### src/rtl/uart_apb_tx_arbiter.sv
// Two-requester round-robin byte arbiter that configures a UART over APB, then polls TXRDY and writes each byte.
// Optional macro UART_TX_ARB_FRAC_BAUD_EN adds the fractional-baud register write to the init sequence.
module uart_apb_tx_arbiter #(
   parameter logic [12:0] BAUD_VAL   = 13'd1,
   parameter logic [2:0]  BAUD_FRAC  = 3'd0,
   parameter logic        BIT8       = 1'b1,
   parameter logic        PARITY_EN  = 1'b0,
   parameter logic        ODD_N_EVEN = 1'b0
) (
   input  logic       PCLK,
   input  logic       PRESET,
   output logic [4:0] M_PADDR,
   output logic       M_PSEL,
   output logic       M_PENABLE,
   output logic       M_PWRITE,
   output logic [7:0] M_PWDATA,
   input  logic [7:0] M_PRDATA,
   input  logic       M_PREADY,
   input  logic       REQ0_VALID,
   input  logic       REQ1_VALID,
   input  logic [7:0] REQ0_DATA,
   input  logic [7:0] REQ1_DATA,
   output logic       REQ0_READY,
   output logic       REQ1_READY,
   output logic       INIT_DONE,
   output logic       GRANT,
   output logic       BUSY
);

   localparam logic [4:0] ADDR_TX   = 5'h00;
   localparam logic [4:0] ADDR_CR1  = 5'h08;
   localparam logic [4:0] ADDR_CR2  = 5'h0C;
   localparam logic [4:0] ADDR_STAT = 5'h10;
   localparam logic [4:0] ADDR_CR3  = 5'h14;

   typedef enum logic [2:0] {INIT_CR1, INIT_CR2, INIT_CR3, IDLE, POLL, WRITE} state_t;

   // {address, data} of the configuration write owned by each init state
   function automatic logic [12:0] f_init_xfer(input state_t s);
      case (s)
         INIT_CR1: f_init_xfer = {ADDR_CR1, BAUD_VAL[7:0]};
         INIT_CR2: f_init_xfer = {ADDR_CR2, BAUD_VAL[12:8], ODD_N_EVEN, PARITY_EN, BIT8};
         default:  f_init_xfer = {ADDR_CR3, 5'b0, BAUD_FRAC};
      endcase
   endfunction

   state_t     r_state;
   logic       r_psel, r_penable, r_pwrite;
   logic [4:0] r_paddr;
   logic [7:0] r_pwdata;
   logic       r_ready0, r_ready1, r_init_done, r_grant;
   logic [7:0] r_data;

   logic w_done, w_any_valid, w_win, w_ready_any;
   logic w_unused_prdata;

   assign w_done          = r_psel & r_penable & M_PREADY;
   assign w_any_valid     = REQ0_VALID | REQ1_VALID;
   assign w_win           = (REQ0_VALID & REQ1_VALID) ? ~r_grant : REQ1_VALID;
   assign w_ready_any     = r_ready0 | r_ready1;
   assign w_unused_prdata = ^M_PRDATA[7:1];

   always_ff @(posedge PCLK) begin
      if (PRESET) begin
         r_state     <= INIT_CR1;
         r_psel      <= 1'b0;
         r_penable   <= 1'b0;
         r_pwrite    <= 1'b0;
         r_paddr     <= 5'h00;
         r_pwdata    <= 8'h00;
         r_ready0    <= 1'b0;
         r_ready1    <= 1'b0;
         r_init_done <= 1'b0;
         r_grant     <= 1'b1;
      end else begin
         r_ready0 <= 1'b0;
         r_ready1 <= 1'b0;
         if (r_psel && !r_penable)
            r_penable <= 1'b1;
         case (r_state)
            INIT_CR1, INIT_CR2, INIT_CR3: begin
               if (!r_psel) begin
                  r_psel                <= 1'b1;
                  r_penable             <= 1'b0;
                  r_pwrite              <= 1'b1;
                  {r_paddr, r_pwdata}   <= f_init_xfer(r_state);
               end else if (w_done) begin
                  // Init writes run back to back: the next SETUP follows the completing ACCESS
                  if (r_state == INIT_CR1) begin
                     r_state             <= INIT_CR2;
                     r_penable           <= 1'b0;
                     {r_paddr, r_pwdata} <= f_init_xfer(INIT_CR2);
                  end
`ifdef UART_TX_ARB_FRAC_BAUD_EN
                  else if (r_state == INIT_CR2) begin
                     r_state             <= INIT_CR3;
                     r_penable           <= 1'b0;
                     {r_paddr, r_pwdata} <= f_init_xfer(INIT_CR3);
                  end
`endif
                  else begin
                     r_state     <= IDLE;
                     r_psel      <= 1'b0;
                     r_penable   <= 1'b0;
                     r_pwrite    <= 1'b0;
                     r_init_done <= 1'b1;
                  end
               end
            end
            IDLE: begin
               // Skip the READY cycle so the just-served requester can retire its byte first
               if (w_any_valid && !w_ready_any) begin
                  r_state   <= POLL;
                  r_grant   <= w_win;
                  r_data    <= w_win ? REQ1_DATA : REQ0_DATA;
                  r_psel    <= 1'b1;
                  r_penable <= 1'b0;
                  r_pwrite  <= 1'b0;
                  r_paddr   <= ADDR_STAT;
                  r_pwdata  <= 8'h00;
               end
            end
            POLL: begin
               if (w_done) begin
                  r_penable <= 1'b0;
                  if (M_PRDATA[0]) begin
                     r_state  <= WRITE;
                     r_pwrite <= 1'b1;
                     r_paddr  <= ADDR_TX;
                     r_pwdata <= r_data;
                  end
               end
            end
            WRITE: begin
               if (w_done) begin
                  r_state   <= IDLE;
                  r_psel    <= 1'b0;
                  r_penable <= 1'b0;
                  r_pwrite  <= 1'b0;
                  r_ready0  <= ~r_grant;
                  r_ready1  <= r_grant;
               end
            end
            default: begin
               r_state   <= INIT_CR1;
               r_psel    <= 1'b0;
               r_penable <= 1'b0;
            end
         endcase
      end
   end

   assign M_PSEL     = r_psel;
   assign M_PENABLE  = r_penable;
   assign M_PWRITE   = r_pwrite;
   assign M_PADDR    = r_paddr;
   assign M_PWDATA   = r_pwdata;
   assign REQ0_READY = r_ready0;
   assign REQ1_READY = r_ready1;
   assign INIT_DONE  = r_init_done;
   assign GRANT      = r_grant;
   assign BUSY       = (r_state != IDLE);

endmodule
### config.mk
export PLATFORM = sky130hd
export DESIGN_NAME = uart_apb_tx_arbiter
export DESIGN_NICKNAME = d
export VERILOG_FILES = /design/src/rtl/uart_apb_tx_arbiter.sv
export SDC_FILE = /design/constraint.sdc
export NUM_CORES = 1
export LEC_CHECK = 0
export BUFFER_PORTS_ARGS = -buffer_cell sky130_fd_sc_hd__clkbuf_2
export CAP_MARGIN = 20
export CORE_UTILIZATION = 49
export CTS_BUF_LIST = sky130_fd_sc_hd__clkbuf_8 sky130_fd_sc_hd__clkbuf_16
export CTS_CLUSTER_SIZE = 40
export DETAILED_ROUTE_END_ITERATION = 12
export PLACE_DENSITY = 0.76
export SYNTH_ARGS = -nofsm -noshare
export SYNTH_HDL_FRONTEND = slang
export SYNTH_SLANG_ARGS = --single-unit
### constraint.sdc
create_clock -name PCLK -period 2.3 [get_ports PCLK]
set_input_delay 0.23 -clock PCLK [delete_from_list [all_inputs] [get_ports PCLK]]
set_output_delay 0.23 -clock PCLK [all_outputs]
set_load 0.1 [all_outputs]
## After elaboration in Yosys (flattened, before gate mapping)

Cells that the tools add are included.
W data, S select, Z words.

| word-level totals | value |
|---|---|
| bits in registers | 31 |
| output and inout bits | 21 |
| word-level logic and storage cells | 97 |

| operators by class | value |
|---|---|
| eq/ne operators | 15 |
| muxes and demuxes | 43 |
| bitwise gates (word level) | 11 |
| reduce and logical (&&, ||, !) cells | 17 |

Operators with widths:

| operator | number |
|---|---|
| $mux W8 | 7 |
| $mux W5 | 6 |
| $pmux W13 S2 | 1 |
| $pmux W8 S3 | 1 |
| $mux W3 | 6 |
| $mux W1 | 16 |
| $pmux W5 S3 | 1 |
| $ne A2 B2 Y1 const B | 6 |
| $pmux W3 S4 | 1 |
| $reduce_and A6 Y1 | 2 |
| $ne A3 B3 Y1 const B | 3 |
| $pmux W1 S4 | 2 |
| $reduce_and A7 Y1 | 1 |
| $eq A3 B2 Y1 const B | 2 |
| $eq A3 B3 Y1 const B | 2 |
| $not A1 Y1 | 6 |
| $reduce_and A3 Y1 | 2 |
| $reduce_or A3 Y1 | 2 |
| $reduce_and A4 Y1 | 1 |
| $reduce_bool A4 Y1 | 1 |
| $and A1 B1 Y1 | 3 |
| $eq A3 B1 Y1 const B | 1 |
| $logic_not A3 Y1 | 1 |
| $ne A3 B2 Y1 const B | 1 |
| 8 further kinds | 11 |

## Longest topological paths before layout

Gate-level depths: netlist of the first run.

| logic depth | value |
|---|---|
| depth in word-level cells | 6 |
| depth in mapped cells | 6 |
| depth with buffers taken out | 5 |

## Worst setup path after synthesis of the first run

No wires, ideal clock.

| timing | value |
|---|---|
| path kind | reg2reg |
| start | reg r_psel, in the netlist M_PSEL |
| end | reg r_pwdata[0], in the netlist M_PWDATA[0] |
| arrival time | 2177 ps |
| path slack | 2 ps |
| cell stages (with the launch flop) | 7 |
| path buffers | 2 |
| cell sequence | dfxtp_1 > buf_2 > nor2b_1 > nand2_1 > nand4_2 > buf_6 > mux2_4 |

| between the ends | value |
|---|---|
| cells in the longest elaborated chain, start to end | 4 |
| elaborated cells between the ends (all ways) | 8 |
| classes of those cells | 3 x eq/ne; 2 x mux; 2 x bitwise; 1 x reduce/logical |

RTL lines:

| element | line | RTL |
|---|---|---|
| start: declaration | 48 | `logic r_psel, r_penable, r_pwrite;` |
| start signal: assignment | 66 | `r_psel <= 1'b0;` |
| start signal: assignment | 83 | `r_psel <= 1'b1;` |
| start signal: assignment | 103 | `r_psel <= 1'b0;` |
| $and A1 B1 Y1 (2 in series) | 57 | `assign w_done = r_psel & r_penable & M_PREADY;` |
| $ne A3 B3 Y1 (no line) or $ne A2 B2 Y1 (tied branches) | -- |  |
| $reduce_and A6 Y1 (no line) | -- |  |
| end signal: assignment | 86 | `{r_paddr, r_pwdata} <= f_init_xfer(r_state);` |
| end signal: assignment | 92 | `{r_paddr, r_pwdata} <= f_init_xfer(INIT_CR2);` |
| end signal: assignment | 130 | `r_pwdata <= r_data;` |
| end: declaration | 50 | `logic [7:0] r_pwdata;` |

Parallel ways exist; a longest one is shown, timed or not.
A chain may end at the register's enable or synchronous reset.

## Worst setup path in the final report of the first run

| timing | value |
|---|---|
| start | reg r_psel, in the netlist M_PSEL |
| end | reg r_paddr[2], in the netlist M_PADDR[2] |

| between the ends | value |
|---|---|
| cells in the longest elaborated chain, start to end | 4 |
| elaborated cells between the ends (all ways) | 8 |
| classes of those cells | 3 x eq/ne; 2 x mux; 2 x bitwise; 1 x reduce/logical |

RTL lines:

| element | line | RTL |
|---|---|---|
| $and A1 B1 Y1 (2 in series) | 57 |  |
| $ne A3 B3 Y1 (no line) or $ne A2 B2 Y1 (tied branches) | -- |  |
| $reduce_and A6 Y1 (no line) | -- |  |
| end signal: assignment | 86 |  |
| end signal: assignment | 92 |  |
| end: declaration | 49 | `logic [4:0] r_paddr;` |

Parallel ways exist; a longest one is shown, timed or not.

==> metrics.md, run 1 <==
| Metric | Value |
|---|---|
| Met2 WL | `1.51 mm` |
| Register bit total from synthesis | `29` |
| Multiplexer share of the synthesized area | `0.152` |
| Die W | `55.9 µm` |
| Leak pwr | `0.764 nW` |
| DR DRC count | `0` |
| CP Cell Sequence | `nor2b_1 -> nand2_1 -> nand4_2 -> buf_4 -> mux2i_1` |
| Setup tns final | `0 ps` |
| Seq/Total Area, Yosys | `0.465` |
| Unrepaired setup endpoints after global routing | `false` |
| Hold buffer count at cts | `0` |
| TritonCTS clock tree | `done` |
| Highest Signal Layer | `met4` |
| Post-synth ARST share | `0` |
| Post-synthesis simple-gate area fraction | `0.182` |
| Worst setup EP type | `flip-flop` |
| Vias/cell | `5.61` |
| Layout Skew | `6.93 ps` |
| Main combinational cell family by area after synthesis | `simple AND/OR/NAND/NOR gates` |
| Cell Rows | `19` |
| Synth cell types | `43` |
| Hold crit path type | `in2reg` |
| GP Congestion | `0.873` |
| Fin. Hold Viols | `0` |
| Mapped Area | `0.00142 mm²` |
| Total GRT Usage | `0.210` |
| Largest net degree at the start of global routing | `18` |
| Number of slew-limit violations in the final report | `0` |
| Final setup vio count | `0` |
| Rel. slew slack | `0.628` |
| CTS Sinks | `29` |
| Post-Syn Area per Cell | `9.87 µm²` |
| Worst path required time | `2510 ps` |
| Area delta synth->final | `23.5%` |
| Crit Path Max Fanout | `11` |
| Fmax | `573 MHz` |
| Pwr/cell area | `696 mW/mm²` |
| Share of layout cells above drive strength 1 | `0.360` |
| Vias in the first global route | `1134` |
| Most common flop cell mapped by yosys | `dfxtp_1` |
| Tightest Pin Transition | `554 ps` |
| XOR/XNOR Fraction of Synth Area | `0.0123` |
| CP peak stage delay | `520 ps` |
| DRC marker count from the first detailed-route iteration | `35` |
| Final period util | `0.759` |
| 1st-pass router iterations | `4` |
| Yosys warns | `0` |
| Via count | `1235` |
| Top-area cell type share of the netlist area | `0.296` |
| Die area | `0.00312 mm²` |
| Crit Path Class | `reg2reg` |
| Compound-Gate Fraction of Synth Area | `0.133` |
| Post-synthesis cell count | `144` |
| Status | `finished clean` |
| Critical Path Slowest Stage Cell | `dfxtp_1` |
| Core Box Area | `0.00276 mm²` |
| Kind of start point of the critical path | `flip-flop` |
| Cell accounting for the most synthesized area | `dfxtp_1` |
| WL met3 | `286 µm` |
| Port buffer count | `40` |
| CTS Buf Count | `5` |
| Worst skew pair latency | `290 ps` |
| Post_cts resized | `0` |
| VDD IR max | `672 µV` |
| Layout net count | `217` |
| Adder-Cell Fraction of Synth Area | `0` |
| WL per Instance | `13.7 µm` |
| Antenna viol nets, final | `0` |
| # IOs | `50` |
| CTS H-tree depth | `2` |
| Hold slack | `247 ps` |
| Ant diodes | `0` |
| CP arrival | `1960 ps` |
| CTS Root Cell | `clkbuf_8` |
| Die H | `55.9 µm` |
| Antenna violations before repair | `0` |
| Postcts setup bufs | `0` |
| CTS max path bufs | `2` |
| First-pass GRT wire length | `5.00 mm` |
| Final min period | `1750 ps` |
| Top post-synthesis cells by area | `dfxtp_1 (30%), edfxtp_1 (17%), mux2_2 (7.1%)` |
| Reg clk slew, reported paths | `60 ps` |
| Maxcap violations | `0` |
| Number of flops mapped to enable cells by yosys | `8` |
| GRT Residual Overflow | `0` |
| Fin util | `0.637` |
| Drt total wl | `3.02 mm` |
| DP HPWL | `2.17 mm` |
| Initial core utilization | `0.515` |
| M1 WL | `1.20 mm` |
## registers in the layout (all words and copies together) (netlist names)
signal      count
r_state         3
INIT_DONE       1
GRANT           1
REQ1_READY      1
r_data          8
M_PADDR         3
M_PSEL          1
REQ0_READY      1
M_PENABLE       1
M_PWDATA        8
M_PWRITE        1
## layer usage
| metal | vias up | global-route usage |
|---|---|---|
| met3 | 4 | 0.0698 |
| li1 | 607 | - |
| met1 | 562 | 0.250 |
| met4 | 0 | 0.0871 |
| met2 | 62 | 0.348 |
| met5 | - | 0 |
## worst paths after layout
path	startpoint	endpoint	slack (ps)	depth (start not counted)
hold reg to reg	M_PWDATA[4]	M_PWDATA[4]	460	2
setup / recovery	M_PSEL	M_PADDR[2]	550	5
hold / removal	REQ0_DATA[5]	r_data[5]	250	2
setup reg to reg	M_PSEL	M_PADDR[2]	550	5
## worst max-delay path: cells and delay by family (launching register included)
kind	cells	cell delay, ps
DFF	1	520
buffers and inverters	1	220
and+or+nand+nor	3	740
muxes	1	200
## power by group
group          internal [mW]  switching [mW]
clock                  0.315           0.193
sequential             0.535         0.00765
combinational         0.0510           0.121
total                  0.901           0.321
## final cells by class
class | instances | area (µm²)
well taps | 31 | 38.8
multi-input cells | 102 | 689
clock buffers | 5 | 68.8
flip-flops and latches | 29 | 661
clock inverters | 3 | 37.5
inverters | 4 | 15.0
repair buffers | 46 | 245
fillers | 226 | 1000
## cells in the final DEF, fill, tap and decap left out, drive strengths merged, types with 5 or more instances in the layout
cell / count
a21oi: 6
nand2: 23
mux2: 10
mux2i: 10
clkbuf: 45
nor2: 10
buf: 6
edfxtp: 8
dfxtp: 21
inv: 5
## synth_stat cells (3+ instances only)
| cell | number |
|---|---|
| o21ai_0 | 3 |
| mux2i_1 | 10 |
| clkbuf_1 | 3 |
| buf_2 | 3 |
| inv_1 | 3 |
| mux2_2 | 9 |
| dfxtp_1 | 21 |
| nor2_1 | 10 |
| a21oi_1 | 6 |
| buf_4 | 3 |
| nand2_1 | 23 |
| nor2b_1 | 4 |
| edfxtp_1 | 8 |
| a31oi_1 | 3 |
## logic make-up after synthesis
group	count (synthesis)
XOR/XNOR	2
buffers and inverters	14
AO/OA/AOI/OAI	26
other	1
AND/OR/NAND/NOR	52
flip-flops	29
multiplexers	20
## per-stage QoR
| step | std cells | worst slack [ps] | cell area, µm² | power, mW |
|---|---|---|---|---|
| after floorplan | 145 | 1.80 | 1430 | 0.692 |
| after global routing | 220 | 395 | 1760 | 1.27 |
| final | 220 | 554 | 1760 | 1.22 |
| after detailed placement | 212 | 593 | 1650 | 0.726 |
| after global placement | 212 | 609 | 1650 | 0.722 |
| after CTS | 220 | 567 | 1760 | 1.23 |
No activity file was read; power rests on OpenSTA's default activity.
==> run 2: changes to the inputs <==
clock period = 1.8 ns   (was 2.3 ns; I/O delays follow)
==> run 2 against run 1 <==
Against the previous run:
- first-iteration DRC count decreased by 40%
- fmax increased by 2.2%
- clock skew decreased by 3.7 ps
- sequential power increased by 28%
- sequential cell count unchanged
- utilization unchanged
- non-clock buffer count decreased by 1
- setup slack got worse by 460 ps
- global-route usage about the same
- clock-buffer cell count unchanged
- routed wire length increased by 0.53%
- via count decreased by 1.5%
- critical path type unchanged
==> metrics.md, run 2 (synthesis results as in run 1) <==
| Metric | Value |
|---|---|
| Status | `finished clean` |
| Layout net count | `216` |
| Layout Skew | `3.19 ps` |
| Postcts setup bufs | `0` |
| Ant diodes | `0` |
| Fin util | `0.637` |
| Post-layout instance area | `0.00176 mm²` |
| Total GRT Usage | `0.209` |
| Pwr/cell area | `796 mW/mm²` |
| Hold buffer count at cts | `0` |
| CP arrival | `1670 ps` |
| GRT Residual Overflow | `0` |
| Hold crit path type | `in2reg` |
| Fillcell total | `240` |
| Commonest non-fill, non-tap cell in the layout | `clkbuf_2` |
| Rel. slew slack | `0.638` |
| Number of slew-limit violations in the final report | `0` |
| Cell Rows | `19` |
| Vias/cell | `5.56` |
| CTS Sinks | `29` |
| Maxcap violations | `0` |
| 1st-pass router iterations | `4` |
| Leak pwr | `0.750 nW` |
| CTS Buf Count | `5` |
| Via count | `1217` |
| Area delta synth->final | `23.5%` |
| Setup tns final | `0 ps` |
| Final min period | `1710 ps` |
| Fin. Hold Viols | `0` |
| Port buffer count | `40` |
| Unrepaired setup endpoints after global routing | `false` |
| Die H | `55.9 µm` |
| WL per Instance | `13.9 µm` |
| CP peak stage delay | `460 ps` |
| Tightest Pin Transition | `545 ps` |
| DR DRC count | `0` |
| Drt total wl | `3.04 mm` |
| Largest net degree at the start of global routing | `18` |
| Fmax | `585 MHz` |
| Antenna viol nets, final | `0` |
| Crit Path Max Fanout | `8` |
| DRC marker count from the first detailed-route iteration | `21` |
| Worst path required time | `1760 ps` |
| CTS Root Cell | `clkbuf_8` |
| # IOs | `50` |
| Reg clk slew, reported paths | `60 ps` |
| Crit Path Class | `reg2reg` |
| Placed cell area | `0.00167 mm²` |
| Vias in the first global route | `1123` |
| GP Congestion | `0.850` |
| Final setup vio count | `0` |
| Antenna violations before repair | `0` |
| TritonCTS clock tree | `done` |
| Initial core utilization | `0.515` |
| VDD IR max | `703 µV` |
| Worst skew pair latency | `270 ps` |
| Worst setup EP type | `flip-flop` |
| Die area | `0.00312 mm²` |
| Post_cts resized | `0` |
| DP HPWL | `2.23 mm` |
| Critical Path Slowest Stage Cell | `or4_4` |
| Most frequent cells in the layout | `clkbuf_2 (40), nand2_1 (23), dfxtp_1 (16), mux2i_1 (10)` |
| CTS H-tree depth | `2` |
| Final period util | `0.950` |
| CP Cell Sequence | `and3b_2 -> inv_8 -> or4_4 -> nor2_4` |
| Die W | `55.9 µm` |
| Core Box Area | `0.00276 mm²` |
| CTS max path bufs | `2` |
| Share of layout cells above drive strength 1 | `0.388` |
| Kind of start point of the critical path | `flip-flop` |
| First-pass GRT wire length | `5.04 mm` |
==> run 2: cell types whose count changed in the layout (fill, tap and decap cells not counted), sizes merged <==
| cell | change |
|---|---|
| buf | -1 |
| bufinv | -1 |
| clkinv | +2 |
| inv | -1 |
==> run 2: layout make-up <==
cell class,count,area [µm²],share of cell area
Timing Repair Buffer,45,238,0.135
Clock inverter,3,12.5,0.00713
Clock buffer,5,68.8,0.0392
Sequential cell,29,669,0.381
Inverter,4,22.5,0.0128
Tap cell,31,38.8,0.0221
Multi-Input combinational cell,102,706,0.402
==> run 2: worst max-delay path: cells and delay by family, from the launching register on <==
family        cells  cell delay (ps)
simple gates      3             1040
flops             1              300
buf+inv           1               50
==> run 2: worst paths after layout <==
check | slack [ps] | cells past startpoint | start | endpoint
setup / recovery | 90 | 4 | r_state[2] | r_data[7]
hold / removal | 210 | 2 | REQ0_DATA[1] | r_data[1]
setup reg to reg | 90 | 4 | r_state[2] | r_data[7]
hold reg to reg | 460 | 2 | M_PWDATA[3] | M_PWDATA[3]
==> run 2: stage by stage <==
| step | power (mW) | worst slack [ps] | std cells | hold WS [ps] |
|---|---|---|---|---|
| final | 1.40 | 90.7 | 219 | 206 |
| after global routing | 1.46 | 16.7 | 219 | 203 |
| after floorplan | 0.885 | 1.64 | 145 | 374 |
| after CTS | 1.41 | 85.4 | 219 | 199 |
| after global placement | 0.923 | 132 | 211 | 446 |
| after detailed placement | 0.928 | 100 | 211 | 455 |
==> run 2: layer usage <==
metal  track usage  share of wire
met3        0.0488          0.054
met4         0.105          0.022
met5             0              0
met2         0.327           0.48
met1         0.273           0.45
==> run 2: power breakdown <==
group          leakage (nW)  total, mW  internal [mW]  switching, mW
Combinational         0.463      0.221         0.0652          0.156
Sequential            0.244      0.693          0.683        0.00958
Clock                0.0430      0.484          0.259          0.225
==> run 3: changes to the inputs <==
CORE_UTILIZATION = 40   (was 49)
PLACE_DENSITY = 0.63   (was 0.76)
==> run 3 against run 2 <==
Against the previous run:
- hold slack worse by 8.3 ps
- global-route usage decreased by 2.9 points
- fmax about the same
- combinational power barely moved
- register-to-register slack about the same
- non-clock buffer count unchanged
- highest routed layer unchanged
- cell count grew 6.8%
- critical endpoint is now r_data[3]
- critical path depth is the same
- total power grew 15%
==> metrics.md, run 3 (synthesis results as in run 1) <==
| Metric | Value |
|---|---|
| Vias in the first global route | `1059` |
| Area delta synth->final | `28.3%` |
| CTS max path bufs | `2` |
| # IOs | `50` |
| Largest net degree at the start of global routing | `18` |
| Reg clk slew, reported paths | `60 ps` |
| Post_cts resized | `0` |
| Die area | `0.00380 mm²` |
| Die W | `61.6 µm` |
| Kind of start point of the critical path | `flip-flop` |
| CTS H-tree depth | `2` |
| Worst skew pair latency | `280 ps` |
| Share of layout cells above drive strength 1 | `0.394` |
| Leak pwr | `0.777 nW` |
| Vias/cell | `5.08` |
| Crit Path Max Fanout | `8` |
| Most frequent cells in the layout | `clkbuf_2 (39), nand2_1 (23), dfxtp_1 (16), mux2i_1 (10)` |
| Worst path required time | `1770 ps` |
| Placed cell area | `0.00171 mm²` |
| Via count | `1188` |
| Layout net count | `216` |
| DP HPWL | `2.25 mm` |
| CP arrival | `1680 ps` |
| Core Box Area | `0.00336 mm²` |
| Rel. slew slack | `0.640` |
| CTS Buf Count | `5` |
| VDD IR max | `576 µV` |
| Setup tns final | `0 ps` |
| Antenna viol nets, final | `0` |
| Hold crit path type | `in2reg` |
| CTS Root Cell | `clkbuf_8` |
| Initial core utilization | `0.423` |
| GRT Residual Overflow | `0` |
| Hold buffer count at cts | `0` |
| TritonCTS clock tree | `done` |
| Worst setup EP type | `flip-flop` |
| First-pass GRT wire length | `4.77 mm` |
| Total GRT Usage | `0.180` |
| Final period util | `0.950` |
| Number of slew-limit violations in the final report | `0` |
| Pwr/cell area | `880 mW/mm²` |
| Port buffer count | `40` |
| DR DRC count | `0` |
| GP Congestion | `0.850` |
| Post-layout instance area | `0.00182 mm²` |
| Final min period | `1710 ps` |
| Die H | `61.6 µm` |
| Commonest non-fill, non-tap cell in the layout | `clkbuf_2` |
| Post-route insts no fill | `234` |
| Layout Skew | `2.95 ps` |
| Cell Rows | `21` |
| Fin util | `0.542` |
| CP peak stage delay | `460 ps` |
| Postcts setup bufs | `0` |
| Crit Path Class | `reg2reg` |
| Drt total wl | `3.07 mm` |
| Unrepaired setup endpoints after global routing | `false` |
| 1st-pass router iterations | `4` |
| DRC marker count from the first detailed-route iteration | `38` |
| Fin. Hold Viols | `0` |
| Power, Total | `1.60 mW` |
| Ant diodes | `0` |
| Status | `finished clean` |
| Critical Path Slowest Stage Cell | `or4_4` |
| # placed instances | `226` |
| Tightest Pin Transition | `542 ps` |
| Antenna violations before repair | `0` |
| CP Cell Sequence | `and3b_2 -> inv_8 -> or4_4 -> nor2_4` |
| CTS Sinks | `29` |
| WL per Instance | `13.1 µm` |
| Maxcap violations | `0` |
| Final setup vio count | `0` |
| Fmax | `585 MHz` |
[run 3: changes by cell type in the layout (fill, tap and decap cells not counted), sizes merged]
cell / delta
buf: +1
bufinv: +1
clkinv: -3
inv: +1
[run 3: stage by stage]
stage          worst slack, ps  hold slack (ps)
6_report                  90.5              197
5_1_grt                   24.1              189
4_1_cts                   87.7              189
3_5_place_dp              93.2              459
3_3_place_gp               111              446
2_1_floorplan             1.64              374
[run 3: worst max-delay path: cells and delay by family (launching register included)]
| family | cells | cell delay [ps] |
|---|---|---|
| and+or+nand+nor | 3 | 1040 |
| DFF | 1 | 300 |
| buffers and inverters | 1 | 50 |
[run 3: layer usage]
| metal | global-route usage | up-vias | wire length (µm) |
|---|---|---|---|
| met5 | 0 | - | 0 |
| met4 | 0.0571 | 0 | 29 |
| met3 | 0.0798 | 3 | 157 |
| met2 | 0.263 | 29 | 1370 |
| met1 | 0.240 | 557 | 1520 |
| li1 | - | 599 | - |
[run 3: path summary, 6_finish.rpt]
check / startpoint / to / slack [ps] / cells past startpoint
max: r_state[2] / r_data[3] / 90 / 4
min: REQ0_DATA[7] / r_data[7] / 200 / 2
max reg2reg: r_state[2] / r_data[3] / 90 / 4
min reg2reg: M_PWDATA[5] / M_PWDATA[5] / 460 / 2
[run 3: final cells by class]
type,count,area (µm²)
repair buffers,45,253
clock buffers,6,82.6
flip-flops and latches,29,669
clock inverters,2,33.8
well taps,46,57.6
fillers,330,1540
multi-input cells,102,706
inverters,4,22.5
[run 3: report_power, final]
part	leakage (nW)	switching (mW)	internal (mW)	total, mW
clock network	0.0626	0.246	0.445	0.691
logic	0.470	0.156	0.0652	0.221
registers	0.244	0.00944	0.683	0.693
total	0.777	0.412	1.19	1.60
